[src/rtl/coeff_pkg.sv]
// rtl/coeff_pkg.sv - shared types and address map for the FIR coefficient bank
package coeff_pkg;

  typedef enum logic [1:0] {
    ST_IDLE    = 2'd0,
    ST_ARMED   = 2'd1,
    ST_LOADING = 2'd2,
    ST_FINISH  = 2'd3
  } coeff_state_t;

  localparam logic [2:0] ADDR_CTRL = 3'd4;

  localparam int CTRL_ARM_BIT     = 0;
  localparam int STAT_FLAG_BIT    = 0;
  localparam int STAT_TIMEOUT_BIT = 1;

endpackage

[src/rtl/sync_counter.sv]
// rtl/sync_counter.sv - up-counter with sync clear, enable and terminal-count flag
module sync_counter #(
  parameter int WIDTH     = 8,
  parameter int MAX_COUNT = 255
) (
  input  logic             clk,
  input  logic             rst,
  input  logic             clear,
  input  logic             en,
  output logic [WIDTH-1:0] count,
  output logic             tc
);

  // tc flags the enabled cycle whose increment would reach MAX_COUNT
  assign tc = en && (count == WIDTH'(MAX_COUNT - 1));

  always_ff @(posedge clk) begin
    if (rst || clear) begin
      count <= '0;
    end else if (en) begin
      count <= tc ? '0 : count + WIDTH'(1);
    end
  end

endmodule

[src/rtl/coeff_bank.sv]
// rtl/coeff_bank.sv - FIR coefficient register bank with reload hand-off and watchdog
module coeff_bank
  import coeff_pkg::*;
#(
  parameter int COEFF_WIDTH    = 16,
  parameter int NUM_COEFFS     = 4,
  parameter int TIMEOUT_CYCLES = 255
) (
  input  logic                   clk,
  input  logic                   rst,
  input  logic                   wr_en,
  input  logic [2:0]             wr_addr,
  input  logic [COEFF_WIDTH-1:0] wr_data,
  input  logic                   rd_en,
  input  logic [2:0]             rd_addr,
  output logic [COEFF_WIDTH-1:0] rd_data,
  input  logic                   load_coeff,
  input  logic [1:0]             coefficient_num,
  input  logic                   modwait,
  output logic                   new_coefficient_set,
  output logic [COEFF_WIDTH-1:0] fir_coefficient,
  output logic                   wr_err
);

  localparam int WD_WIDTH = $clog2(TIMEOUT_CYCLES + 1);

  coeff_state_t           state, state_next;
  logic [COEFF_WIDTH-1:0] coeff [NUM_COEFFS];
  logic                   timeout;
  logic [COEFF_WIDTH-1:0] ctrl_status;
  logic [COEFF_WIDTH-1:0] rd_mux;

  logic coeff_wr, ctrl_wr, bad_wr, arm_req, arm_ok, timeout_clr, wr_err_next;
  logic [WD_WIDTH-1:0] wd_count;
  logic                wd_tc;

  assign coeff_wr    = wr_en && (wr_addr < ADDR_CTRL);
  assign ctrl_wr     = wr_en && (wr_addr == ADDR_CTRL);
  assign bad_wr      = wr_en && (wr_addr > ADDR_CTRL);
  assign arm_req     = ctrl_wr && wr_data[CTRL_ARM_BIT];
  assign arm_ok      = arm_req && (state == ST_IDLE);
  // An arm request rejected outside IDLE must not disturb the sticky timeout
  assign timeout_clr = ctrl_wr && !(arm_req && (state != ST_IDLE));
  assign wr_err_next = bad_wr || ((coeff_wr || arm_req) && (state != ST_IDLE));

  sync_counter #(
    .WIDTH     (WD_WIDTH),
    .MAX_COUNT (TIMEOUT_CYCLES)
  ) u_watchdog (
    .clk   (clk),
    .rst   (rst),
    .clear (arm_ok),
    .en    (state == ST_ARMED),
    .count (wd_count),
    .tc    (wd_tc)
  );

  always_ff @(posedge clk) begin
    if (rst) begin
      state <= ST_IDLE;
    end else begin
      state <= state_next;
    end
  end

  always_comb begin
    state_next = state;
    case (state)
      ST_IDLE:    if (arm_ok) state_next = ST_ARMED;
      ST_ARMED: begin
        // A loader strobe wins over a watchdog expiry in the same cycle
        if (load_coeff)  state_next = ST_LOADING;
        else if (wd_tc)  state_next = ST_IDLE;
      end
      ST_LOADING: if (load_coeff && (coefficient_num == 2'(NUM_COEFFS - 1))) state_next = ST_FINISH;
      ST_FINISH:  if (!modwait) state_next = ST_IDLE;
      default:    state_next = ST_IDLE;
    endcase
  end

  always_comb begin
    new_coefficient_set = (state != ST_IDLE);
  end

  always_ff @(posedge clk) begin
    if (rst) begin
      for (int i = 0; i < NUM_COEFFS; i++) coeff[i] <= '0;
      timeout <= 1'b0;
      wr_err  <= 1'b0;
    end else begin
      if (coeff_wr && (state == ST_IDLE)) coeff[wr_addr[1:0]] <= wr_data;
      if (state == ST_ARMED && !load_coeff && wd_tc) timeout <= 1'b1;
      else if (timeout_clr)                           timeout <= 1'b0;
      wr_err <= wr_err_next;
    end
  end

  always_comb begin
    ctrl_status                   = '0;
    ctrl_status[STAT_FLAG_BIT]    = new_coefficient_set;
    ctrl_status[STAT_TIMEOUT_BIT] = timeout;
  end

  always_comb begin
    rd_mux = '0;
    if (rd_addr < ADDR_CTRL)       rd_mux = coeff[rd_addr[1:0]];
    else if (rd_addr == ADDR_CTRL) rd_mux = ctrl_status;
  end

  always_ff @(posedge clk) begin
    if (rst) begin
      rd_data <= '0;
    end else if (rd_en) begin
      rd_data <= rd_mux;
    end
  end

  assign fir_coefficient = coeff[coefficient_num];

endmodule

[config.mk]
export PLATFORM = sky130hd
export DESIGN_NAME = coeff_bank
export DESIGN_NICKNAME = d
export VERILOG_FILES = /design/src/rtl/coeff_pkg.sv /design/src/rtl/sync_counter.sv /design/src/rtl/coeff_bank.sv
export SDC_FILE = /design/constraint.sdc
export NUM_CORES = 1
export LEC_CHECK = 0
export ABC_AREA = 1
export BUFFER_PORTS_ARGS = -buffer_cell sky130_fd_sc_hd__buf_2
export CORE_UTILIZATION = 50
export DETAILED_ROUTE_END_ITERATION = 6
export PLACE_DENSITY = 0.71
export REMOVE_ABC_BUFFERS = 1
export SLEW_MARGIN = 20
export SYNTH_ARGS = -nofsm -noshare
export SYNTH_HDL_FRONTEND = slang
export SYNTH_HIERARCHICAL = 1
export SYNTH_SLANG_ARGS = --single-unit
[constraint.sdc]
create_clock -name clk -period 2.5 [get_ports clk]
set_input_delay 0.25 -clock clk [delete_from_list [all_inputs] [get_ports clk]]
set_output_delay 0.25 -clock clk [all_outputs]
set_load 0.02 [all_outputs]
# Word-level counts from Yosys, hierarchy flattened
# Memory sizes are Yosys's and may differ from the RTL's.
# Index checks and enable logic that the tools add are counted.
[totals]
ram_bits = 64
register_bits = 28
memories = 1
wordCells = 63
output_inout_bits = 34
[mem_list]
columns = ["memory", "words", "width", "read_ports", "rd_ports_with_merged_regs", "write_ports", "line_no", "text"]
rows = [
  ["coeff", 4, 16, 2, 0, 4, "coeff_bank.sv:28", "logic [COEFF_WIDTH-1:0] coeff [NUM_COEFFS];"],
]
[classes]
n_eq_ne = 11
n_addsub = 1
order_cmp = 3
reduce_logical = 23
n_mux = 19
[op_table]
columns = ["op", "count"]
rows = [
  ["16-bit two-way mux", 2],
  ["16-bit OR reduction", 1],
  ["2-bit two-way mux", 7],
  ["1-bit logical AND", 13],
  ["8-bit by 1-bit adder with 8-bit output (second input constant)", 1],
  ["8-bit equality test (second input constant)", 1],
  ["1-bit two-way mux", 8],
  ["8-bit two-way mux", 1],
  ["2-bit case mux with 4 select lines", 1],
  ["2-bit equality test (second input constant)", 3],
  ["3-bit equality test (second input constant)", 2],
  ["3-bit < comparator (second input constant)", 2],
  ["2-bit inequality test (second input constant)", 2],
  ["4-bit AND reduction", 1],
  ["2-bit nonzero test", 2],
  ["3-bit greater-than comparator (second input constant)", 1],
  ["1-bit logical OR", 3],
  ["3-bit inequality test (second input constant)", 1],
  ["2-bit by 1-bit equality test with 1-bit output (second input constant)", 1],
  ["1-bit zero test", 2],
  ["2-bit zero test", 1],
  ["2-bit by 1-bit inequality test with 1-bit output (second input constant)", 1],
]

# Depth between registers and ports, before layout
# Gate-level depths: netlist of run 1.
[depth]
word_depth = 8
ltp_mapped = 11
mapped_depth_nobuf = 11

# Modules after synthesis
# The synthesis of run 1 kept the hierarchy.
[by_module_without_submodules]
columns = ["mod", "n_inst", "area_each_um2", "cells_each"]
rows = [
  ["coeff_bank", 1, 4355.4, 549],
  ["sync_counter", 1, 436.7, 59],
]

# Worst setup path after synthesis of run 1
# OpenSTA, ideal clock, no wires.
[synth_timing]
kind = "reg2reg"
start = "reg with a tool-made name"
end = "mem coeff[0][0] (enable)"
stages_incl_launch_ff = 4
path_slack_ps = 189
arrival_ps = 1896
n_path_buf = 0
synth_period_minus_slack_ps = 2311
cell_sequence = "dfxtp_1 > nor2_4 > nand3_2 > o31ai_1"
[synth_rtl]
columns = ["item", "line_no"]
rows = [
  ["end: declaration", "coeff_bank.sv:28"],
]

==> metrics.txt, run 1 <==
# diodes 0; grt ovf 0; clock tree sinks 92; drt drc 0; Post-DP HPWL 7.225 mm; number of I/O pins 64; Compound-Gate Fraction of Synth Area 10.18%; cell count after synthesis 608; vias in the first global route 3730; hold_ws 182.2 ps; top-area cell type share of the netlist area 40.10%; top post-synthesis cells by area edfxtp_1 (40%), nand2_1 (15%), dfxtp_1 (12%); achievable frequency 0.5883 GHz; DRT iter0 DRCs 195; Leakage 2.577 nW; leading area contributor after synthesis edfxtp_1; final setup vio count 0; Placer Congestion 0.8044; Total Power 3.182 mW; post-route setup TNS 0 ps; Initial Utilization 51.62%; Nets 705; root buf cell clkbuf_8; Crit Path Max Fanout 16; P&R area growth vs syn 13.89%; CP arrival 1800 ps; width of the die 99.90 um; worst ir drop on vdd 0.2799 mV; chip height 99.90 um; vias per cell 4.929; RSZ-0062 raised after global routing no; fill cell count 860; post-synthesis simple-gate area fraction 28.98%; run status finished, final reports clean; Synth Register Bits 92; WS Path Type reg2reg; largest net degree at the start of global routing 34; # Post-CTS Setup Buffers 0; initial antenna violation count 0; routed len/inst 13.67 um; Async S/R FF share, synth 0%; top-count cell post-synth nand2_1; Post-Place Setup Slack 810.4 ps; via count 3978; Hold Violations, Final 0; Cell Area, Synth 4792 um^2; max-cap viol count 0; GR Util All Layers 22.97%; post-cts repair resize count 0; cts bufs inserted 9; Startpoint Class flop; Worst Tran Pin Value 641.8 ps; Slew Limit Fails 0; pwr dens 583.0 nW/um^2; Cell Area, Placed 5259 um^2; Post-synth EDFFs 64; clk_lat worst skew 350 ps; CTS Buffer Depth 2; IO buf count 63; Avg Inst Size Synth 7.882 um^2; Core ar. 9284 um^2; share of cells above drive strength 1 18.73%; clock period minus final worst setup slack 1700 ps; Relative slew margins 57.21%; first-pass GRT wire length 17.31 mm; largest family of logic cells by synthesized area simple AND/OR/NAND/NOR gates; Yosys cell types 32; required time of the critical path 2600 ps; CTS Hold Buffers Added 0; DIE AREA 9980 um^2; post-synthesis adder-cell area fraction 0.5222%; post-detailed-route count of antenna-violating nets 0; Synth Flop Type edfxtp_1; Post-synth top cells nand2_1 (188), nor2_1 (93), a21oi_1 (71); sequential area share after synthesis 51.80%; HP Class in2reg; part of the cycle the worst path needs 68.00%; clk slew on worst S/H paths 90 ps; Finished Cell Area 5458 um^2; Core Rows 35; Detailed Route WL 11.03 mm; Setup Skew 8.403 ps; synth warn 6; H-tree depth 3; PnR worst setup slack 800.1 ps; TritonCTS clock tree done; Pre-antenna DRT Iters 5; mux share of post-synthesis cell area 0%; CP Capture Type flop; Post-Synth XOR/XNOR Area 0.1828%
[worst max-delay path, stage by stage (launching register included)]
cell      delay [ps]
dfxtp_1          440
nor2_4            80
nand3_2          120
clkinv_2         420
nand2_1          300
nor2_1            70
[state kept, by name (all words and copies together) (netlist names), named ones only]
signal	cells
state	1
u_watchdog/count	8
coeff	64
rd_data	16
wr_err	1
timeout	1
[worst paths after layout]
kind              start           to  slack, ps  cells past startpoint
max            state[0]  coeff[2][0]        800                      5
min reg2reg  rd_data[7]   rd_data[7]        460                      2
max reg2reg    state[0]  coeff[2][0]        800                      5
min          load_coeff         flop        180                      3
[metrics by stage]
stage	cells	utilization [%]
final	807	58.79
after global routing	807	58.79
after CTS	807	58.79
after detailed placement	791	56.64
after global placement	791	56.64
after floorplan	580	-
[cell families after synthesis]
| kind of cell | after synthesis |
|---|---|
| buf+inv | 92 |
| flops | 92 |
| xor+xnor | 1 |
| simple gates | 324 |
| fa+ha+maj | 2 |
| compound gates | 97 |
[routing by layer]
layer / vias up / global-route usage, % / part of all wire (%)
li1: 2065 / - / -
met1: 1764 / 26.55 / 43
met2: 128 / 41.06 / 49
met3: 21 / 3.482 / 6.1
met4: 0 / 12.22 / 2.1
met5: - / 0 / 0
[report_power, final]
part / internal (mW) / switching, mW
Sequential: 1.69 / 0.0311
Combinational: 0.141 / 0.309
Clock: 0.494 / 0.514
[cells in the final DEF (no fill, tap or decap), types with 3 or more instances in the layout]
master,Yosys,layout
buf_4,3,19
clkinv_1,3,3
inv_2,4,4
nor3_1,3,3
a21oi_1,71,71
inv_4,0,3
nand2_4,11,11
dfxtp_1,28,28
o21ai_1,3,5
clkbuf_8,0,10
buf_2,14,63
nand4_1,4,4
nand3_1,9,9
nor2_2,5,5
edfxtp_1,64,64
o21ai_0,22,20
nor2_1,93,93
inv_1,56,56
nand2_1,188,188
[area by class of cell]
cell class | instances | area [um^2] | area share, %
clock buffers | 11 | 141.4 | 2.591
flip-flops and latches | 92 | 2482 | 45.48
multi-input cells | 424 | 1916 | 35.10
inverters | 64 | 241.5 | 4.425
well taps | 129 | 161.4 | 2.957
repair buffers | 82 | 457.9 | 8.391
clock inverters | 5 | 57.56 | 1.055
No activity file was read; power rests on OpenSTA's default activity.
==> run 2, diff against run 1 <==
--- a/config.mk
+++ b/config.mk
@@ -9,7 +9,7 @@
 export BUFFER_PORTS_ARGS = -buffer_cell sky130_fd_sc_hd__buf_2
 export CORE_UTILIZATION = 50
 export DETAILED_ROUTE_END_ITERATION = 6
-export PLACE_DENSITY = 0.71
+export PLACE_DENSITY = 0.73
 export REMOVE_ABC_BUFFERS = 1
 export SLEW_MARGIN = 20
 export SYNTH_ARGS = -nofsm -noshare
==> constraint.sdc (replaced) <==
create_clock -name clk -period 1.4 [get_ports clk]
set_input_delay 0.14 -clock clk [delete_from_list [all_inputs] [get_ports clk]]
set_output_delay 0.14 -clock clk [all_outputs]
set_load 0.02 [all_outputs]
==> run 2 against run 1 <==
Against the previous run:
- the flow now finishes with violations (negative setup slack)
- clock power up 73%
- utilization up 2.9 points
- register-to-register slack worse by 770 ps
- wire length up 6.1%
- total power up 81%
- first-iteration DRC count up 9.2%
- count of clock-buffer cells in the layout unchanged
- sequential power up 80%
- global-route usage up 1.4 points
- clock skew down 1.9 ps
- critical path type is now reg2out
- critical endpoint is now fir_coefficient[11]
- largest power group unchanged
- highest routed layer unchanged
==> metrics.txt, run 2 (synthesized netlist as in run 1, its figures left out) <==
Core ar. 9284 um^2; Startpoint Class flop; largest net degree at the start of global routing 50; vias per cell 5.192; clk slew on worst S/H paths 90 ps; Net Sw Power 1.597 mW; number of I/O pins 64; Post-Place Setup Slack 41.56 ps; register area 2486 um^2; internal power 4.158 mW; DRT iter0 DRCs 213; CP Capture Type primary output; Nets 715; Slowest cell on crit path edfxtp_1; Crit path max-delay family flip-flops; required time of the critical path 1260 ps; most common cell after layout, fill and taps aside nand2_1; hold_ws 68.38 ps; IO buf count 63; routed len/inst 14.32 um; Initial Utilization 51.62%; DIE AREA 9980 um^2; clock period minus final worst setup slack 1410 ps; post-detailed-route count of antenna-violating nets 0; final setup vio count 1; Logic pwr share 16.0%; part of the cycle the worst path needs 100.7%; achievable frequency 0.7092 GHz; fill cell count 814; cts bufs inserted 9; RSZ-0062 raised after global routing yes; PnR worst setup slack -9.973 ps; chip height 99.90 um; post-route setup TNS -9.973 ps; first-pass GRT wire length 18.38 mm; Clock power frac 30.4%; initial antenna violation count 0; Pre-antenna DRT Iters 5; CTS Buffer Depth 2; slowest stage delay, CP 360 ps; HP Class in2reg; sequential power share 53.6%; Placer Congestion 0.7969; WS Path Type reg2out; Crit Path Max Fanout 2; root buf cell clkbuf_8; Setup Skew 6.550 ps; share of cells above drive strength 1 24.27%; vias in the first global route 3969; # diodes 0; Relative slew margins 50.08%; Core Rows 35; worst ir drop on vdd 0.4065 mV; Worst Tran Pin Value 748.0 ps; GR Util All Layers 24.37%; WP buf/inv 2; failing checks negative setup slack; Crit path top cell by count a21oi_1; TritonCTS clock tree done; worst path cell trace inv_2, o21ai_2, a21oi_1, a21oi_1, buf_4; Multi-input gate area 1977 um^2; grt ovf 0; Most flops, register coeff; Top Registers coeff: 64 flops, rd_data: 16 flops, u_watchdog/count: 8 flops; placed cells 797; Slew Limit Fails 0; run status finished, violations left; Hold Violations, Final 0; Post-DP HPWL 7.734 mm; fin cells 817; width of the die 99.90 um; Sw Share 27.76%; P&R area growth vs syn 19.50%; H-tree depth 3; drt drc 0; most frequent cells in the layout nand2_1 (187), nor2_1 (91), edfxtp_1 (64), a21oi_1 (62), buf_2 (47); pwr dens 1005 nW/um^2; clk_lat worst skew 350 ps; CTS Hold Buffers Added 0; clock tree sinks 92; CP arrival 1270 ps; max-cap viol count 0; max FFs per register 64; via count 4242; Detailed Route WL 11.70 mm; Leakage 2.671 nW
==> run 2: cell types whose count changed in the layout (fill, tap and decap cells not counted), sizes merged <==
cell | before | now
buf | 82 | 92
clkinv | 5 | 7
inv | 63 | 62
bufinv | 1 | 0
==> run 2: final timing paths <==
kind / startpoint / end / slack [ps] / cells after the start
worst max-delay path: coeff[1][11] / fir_coefficient[11] / -10 / 5
worst min-delay path: load_coeff / flop / 70 / 3
worst max register to register: flop / coeff[0][10] / 30 / 4
worst min register to register: rd_data[4] / rd_data[4] / 470 / 2
==> run 2: worst register-to-register path, cell delays in order, from the launching register on <==
cell	delay (ps)
dfxtp_2	340
nor2_4	110
nand3_2	130
o31ai_2	270
buf_4	230
==> run 2: cell type report <==
type / count / area share (%)
sequential: 92 / 43.41
multi-input combinational: 424 / 34.52
timing repair buffer: 92 / 11.65
inverter: 64 / 4.217
clock buffer: 11 / 2.840
tap: 129 / 2.818
clock inverter: 5 / 0.5462
==> run 2: what timing repair did <==
item,4_1_cts,5_1_grt
buffers inserted,1,3
gates resized for setup,14,50
pin swaps,0,5
endpoints found under the setup margin,11,37
==> run 2: routing by layer <==
metal | vias to the layer above | global-route usage, % | wire [um]
li1 | 2087 | - | -
met1 | 1966 | 28.57 | 4839
met2 | 166 | 43.34 | 5901
met3 | 23 | 4.039 | 673
met4 | 0 | 11.88 | 289
met5 | - | 0 | 0
==> run 2: per-stage QoR <==
step | utilization, % | cell area [um^2] | power (mW)
3_5_place_dp | 57.94 | 5379 | 3.988
6_report | 61.68 | 5727 | 5.755
4_1_cts | 60.38 | 5605 | 5.706
2_1_floorplan | - | 4634 | 3.592
5_1_grt | 61.68 | 5727 | 5.989
3_3_place_gp | 57.94 | 5379 | 3.961
==> run 2: power by group through the flow <==
stage               logic [mW]  registers, mW  clock network, mW
global placement         0.827           3.13                  0
CTS                      0.868           3.08               1.76
finish                   0.922           3.09               1.75
global route              1.00           3.10               1.89
floorplan                0.436           3.16                  0
detailed placement       0.848           3.14                  0
